<file path="config.mk">
export PLATFORM = sky130hd
export DESIGN_NAME = mux_arb_reg
export DESIGN_NICKNAME = d
export VERILOG_FILES = /design/src/rtl/mux_arb_reg_pkg.sv /design/src/rtl/mux_arb_reg_mux.sv /design/src/rtl/mux_arb_reg.sv
export SDC_FILE = /design/constraint.sdc
export NUM_CORES = 1
export LEC_CHECK = 0
export CORE_MARGIN = 8
export CORE_UTILIZATION = 40
export DETAILED_ROUTE_END_ITERATION = 16
export PLACE_DENSITY_LB_ADDON = 0.15
export SYNTH_ARGS = -nofsm -noshare
export SYNTH_HDL_FRONTEND = slang
export SYNTH_SLANG_ARGS = --single-unit
export TNS_END_PERCENT = 100
</file>
<file path="constraint.sdc">
create_clock -name clk -period 2.3 [get_ports clk]
set_input_delay 0.345 -clock clk [delete_from_list [all_inputs] [get_ports clk]]
set_output_delay 0.345 -clock clk [all_outputs]
set_load 0.01 [all_outputs]
</file>
<file path="src/rtl/mux_arb_reg_pkg.sv">
// Shared arbiter state encoding and source identifiers for the mux/arbiter/register slice.
// The grant helper lives here so the tie-break rule is defined in one place.
package mux_arb_reg_pkg;

    typedef enum logic {
        PREF_A = 1'b0,
        PREF_B = 1'b1
    } arb_state_e;

    localparam logic SRC_A = 1'b0;
    localparam logic SRC_B = 1'b1;

    // B wins only when it is alone, or on a tie when B is the preferred source.
    function automatic logic grant_b(input arb_state_e state, input logic aValid, input logic bValid);
        logic result;
        result = 1'b0;
        if (aValid && bValid) begin
            result = (state == PREF_B);
        end else begin
            result = bValid;
        end
        return result;
    endfunction

endpackage

</file>
<file path="src/rtl/mux_arb_reg_mux.sv">
// Plain combinational 2:1 data multiplexer: i_sel = 0 passes i_d0, i_sel = 1 passes i_d1.
module mux_arb_reg_mux #(
    parameter int WIDTH = 8
) (
    input  logic [WIDTH-1:0] i_d0,
    input  logic [WIDTH-1:0] i_d1,
    input  logic             i_sel,
    output logic [WIDTH-1:0] o_y
);

    assign o_y = i_sel ? i_d1 : i_d0;

endmodule

</file>
<file path="src/rtl/mux_arb_reg.sv">
// Two-source round-robin arbiter feeding a single registered output stage.
// One beat per cycle is accepted whenever the output register is empty or being drained.
module mux_arb_reg
    import mux_arb_reg_pkg::*;
#(
    parameter int WIDTH = 8
) (
    input  logic             clk,
    input  logic             rst_n,
    input  logic [WIDTH-1:0] a_data,
    input  logic             a_valid,
    output logic             a_ready,
    input  logic [WIDTH-1:0] b_data,
    input  logic             b_valid,
    output logic             b_ready,
    output logic             sel,
    output logic [WIDTH-1:0] out_data,
    output logic             out_valid,
    input  logic             out_ready,
    output logic             out_src,
    output logic [15:0]      xfer_cnt
);

    arb_state_e       r_state;
    arb_state_e       w_nextState;
    logic             r_outValid;
    logic [WIDTH-1:0] r_outData;
    logic             r_outSrc;
    logic [15:0]      r_xferCnt;

    logic             w_accept;
    logic             w_grantA;
    logic             w_grantB;
    logic             w_take;
    logic [WIDTH-1:0] w_muxOut;

    // rst_n gates accept so both readies stay low for the whole reset interval.
    assign w_accept = rst_n && (!r_outValid || out_ready);
    assign w_take   = w_accept && (w_grantA || w_grantB);

    always_comb begin
        w_grantB    = grant_b(r_state, a_valid, b_valid);
        w_grantA    = a_valid && !w_grantB;
        w_nextState = r_state;
        if (w_take) begin
            w_nextState = w_grantA ? PREF_B : PREF_A;
        end
    end

    always_ff @(posedge clk or negedge rst_n) begin
        if (!rst_n) begin
            r_state <= PREF_A;
        end else begin
            r_state <= w_nextState;
        end
    end

    mux_arb_reg_mux #(
        .WIDTH (WIDTH)
    ) u_mux (
        .i_d0  (a_data),
        .i_d1  (b_data),
        .i_sel (sel),
        .o_y   (w_muxOut)
    );

    // A new beat has priority over draining, which gives back-to-back throughput.
    always_ff @(posedge clk or negedge rst_n) begin
        if (!rst_n) begin
            r_outValid <= 1'b0;
            r_outData  <= '0;
            r_outSrc   <= SRC_A;
            r_xferCnt  <= 16'h0000;
        end else if (w_take) begin
            r_outValid <= 1'b1;
            r_outData  <= w_muxOut;
            r_outSrc   <= w_grantB ? SRC_B : SRC_A;
            r_xferCnt  <= r_xferCnt + 16'h0001;
        end else if (out_ready) begin
            r_outValid <= 1'b0;
        end
    end

    assign sel       = w_grantB;
    assign a_ready   = w_accept && w_grantA;
    assign b_ready   = w_accept && w_grantB;
    assign out_data  = r_outData;
    assign out_valid = r_outValid;
    assign out_src   = r_outSrc;
    assign xfer_cnt  = r_xferCnt;

endmodule

</file>
==> results.md, run 1 <==
| Parameter | Reported | Unit |
|:---|:---|:---|
| Setup clock skew after layout | 9.984 | ps |
| Count of input and output buffers | 49 | - |
| Worst Max-Slew Pin Slew | 369.0 | ps |
| Via count of the first global-routing pass | 1115 | - |
| Dominant synthesized flop cell | dfrtp_1 | - |
| ANT nets after route | 0 | - |
| Worst slew margin | 75.22 | % |
| Area of the die | 0.005210 | sq mm |
| Antenna violations before repair | 0 | - |
| Net count of the finished layout | 193 | - |
| Count of distinct cell types in the synthesized netlist | 23 | - |
| Number of hold violations in the final report | 0 | - |
| Power per standard cell area | 699.2 | mW/mm^2 |
| Yosys reg bits | 27 | - |
| Number of vias after detailed routing | 988 | - |
| Clock latency on the worst-skew pair | 330 | ps |
| Clock-pin slew reported for the worst setup and hold paths after clock tree synthesis | 150 | ps |
| MaxCap Viol Count | 0 | - |
| Avg Vias per Cell | 4.617 | - |
| Pre-Repair DR Iteration Count | 3 | - |
| Final setup TNS | 0 | ps |
| Final wirelength | 2998 | um |
| IR Drop Worst-Case VDD | 0.3929 | mV |
| Number of placed cells counting well taps | 210 | - |
| YS warnings | 0 | - |
| Post-CTS resize count | 0 | - |
| Reg-to-reg critical path endpoint | xfer_cnt[14] | - |
| Floorplan core area | 0.003028 | sq mm |
| Post-layout min period | 2197 | ps |
| Wire length per cell after detailed routing | 14.01 | um |
| Global-route total usage across every layer | 12.36 | % |
| Leading cell types in the layout, fill and taps excluded | 49 x clkdlybuf4s50_1, 27 x dfrtp_1, 18 x nand2_1 | - |
| Count of unresolved DRC violations after routing | 0 | - |
| Final std cells w/o fill | 214 | - |
| Reg2Reg Setup Slack | 770 | ps |
| DRC violation total after the first TritonRoute iteration | 26 | - |
| Routability congestion estimate from global placement | 0.7782 | - |
| Cell Rows | 20 | - |
| Chip Width | 72.18 | um |
| Tcrit/Tclk final | 95.54 | % |
| Status | finished clean | - |
| Required @ worst endpoint | 1960 | ps |
| Sequential element share of the synthesized area | 53.52 | % |
| Overall overflow remaining after global route | 0 | - |
| Classification of the worst-slack hold path | in -> async | - |
| Ant diodes | 0 | - |
| Endpoint arrival time on the critical path | 1850 | ps |
| Total standard cell area after synthesis | 0.001262 | sq mm |
| Worst Path Class, Setup | in -> out | - |
| Layout area overhead | 48.66 | % |
| Hold buffer count at cts | 0 | - |
| Number of buffers inserted by post-CTS setup repair | 0 | - |
| Syn_nets | 134 | - |
| Post-synthesis async set-or-reset flop share | 100.0 | % |
| Final HPWL DP | 2412 | um |
| Final slew viol count | 0 | - |
| Number of flops mapped to enable cells by yosys | 0 | - |
| CP endpoint kind | output port | - |
| Cells after Synth | 112 | - |
| TritonCTS clock tree | yes | - |
| Post-Syn Area per Cell | 11.27 | sq um |
| Maximum clock rate | 0.4551 | GHz |
| RR Startpoint | xfer_cnt[0] | - |
| Startpoint types | primary input | - |
| Maximum buffer depth of the clock tree | 2 | - |
| Number of buffers created by CTS | 3 | - |
| Setup violations, final | 0 | - |
| Pin count of the biggest net entering global routing | 23 | - |
| Die Y-Extent | 72.18 | um |
| Most frequent standard cell in the layout excluding fill and tap cells | clkdlybuf4s50_1 | - |
| Wire length of the first global-routing pass | 5168 | um |
| Static leakage | 0.8354 | nW |
| RSZ-0062 raised after global routing | false | - |
| Effective utilization at floorplan | 41.69 | % |
| Top-Level Pins | 50 | - |
| Root buffer cell | clkbuf_4 | - |
| Number of cell instances on the worst register-to-register path | 5 | - |
| Fraction of final layout cells sized beyond drive strength 1 | 10.59 | % |
| Clock tree sinks | 27 | - |
| # H-tree levels | 1 | - |
| CP Max Fanout | 2 | - |
==> worst max-delay path: stages <==
cell,delay (ps)
clkdlybuf4s50_1,470
nand2b_1,130
nand2_1,80
buf_4,150
nor2_1,110
clkdlybuf4s50_1,560
==> Yosys cell counts, types with 2 or more instances <==
cell type	number	area share, %
a21o_1	2	1.2
nor4_4	2	3.4
nor3_1	2	0.79
nor2_1	4	1.2
xnor2_1	12	8.3
xor2_1	3	2.1
and3_1	2	0.99
mux2i_1	8	6.3
o21ai_1	9	3.6
nand3_1	7	2.8
inv_1	3	0.89
nand4_1	4	2.0
dfrtp_1	27	54
nand2_1	18	5.4
==> logic make-up (layout without fill, tap and decap cells) <==
| group | after synthesis | in the layout | share of synthesized area [%] |
|---|---|---|---|
| and+or+nand+nor | 43 | 43 | 19.52 |
| muxes | 8 | 8 | 6.343 |
| buffers and inverters | 6 | 64 | 2.775 |
| DFF | 27 | 27 | 53.52 |
| xor gates and xnor gates | 15 | 15 | 10.41 |
| AOI/OAI and AO/OA | 12 | 12 | 6.441 |
| adders and majority gates | 1 | 1 | 0.9909 |
==> metrics by stage <==
stage	area (sq um)	utilization [%]	setup WS (ps)	total power, mW	hold WS [ps]
6_report	1877	61.98	102.6	1.312	436.6
5_1_grt	1877	61.98	3.510	1.397	442.3
4_1_cts	1872	61.82	56.14	1.330	433.2
3_5_place_dp	1844	60.91	31.64	1.125	463.8
3_3_place_gp	1844	60.91	74.41	1.113	460.8
2_1_floorplan	1262	-	912.0	0.8450	49.41
==> power breakdown <==
| part | total, mW | leakage [nW] | internal (mW) | switching (mW) |
|---|---|---|---|---|
| sequential | 0.663 | 0.350 | 0.559 | 0.104 |
| clock | 0.205 | 0.0177 | 0.0653 | 0.140 |
| combinational | 0.444 | 0.468 | 0.263 | 0.181 |
==> worst max-delay path by stage <==
stage | startpoint | end | slack [ps] | cells after the start
floorplan | xfer_cnt[0] | xfer_cnt[10] | 910 | 5
global placement | a_valid | a_ready | 70 | 5
detailed placement | rst_n | xfer_cnt[3] | 30 | 6
CTS | a_valid | a_ready | 60 | 5
global route | out_ready | b_ready | 4 | 6
finish | out_ready | b_ready | 100 | 6
==> flip-flops by register name (all words and copies together), names as in the netlist <==
signal / cells
xfer_cnt: 16
out_data: 8
out_src: 1
out_valid: 1
r_state: 1
==> layer usage <==
layer	GRT usage, %	wire [um]	up-vias
li1	-	-	495
met1	13.58	1227	457
met2	20.76	1443	32
met3	5.372	289	4
met4	4.082	38	0
met5	0	0	-
==> cell type report <==
class / instances / area [sq um]
clock inverter: 1 / 5.005
tap: 44 / 55.05
clock buffer: 3 / 22.52
fill: 257 / 1151
sequential: 27 / 675.6
timing repair buffer: 57 / 550.5
multi-input combinational: 79 / 556.8
inverter: 3 / 11.26
No activity file was read; power rests on OpenSTA's default activity.
==> run 2, diff against run 1 <==
SKIP_CTS_REPAIR_TIMING = 1   (was not set)
==> results of run 2 <==
Same layout as run 1: the final DEF is identical, and so are final timing and power.
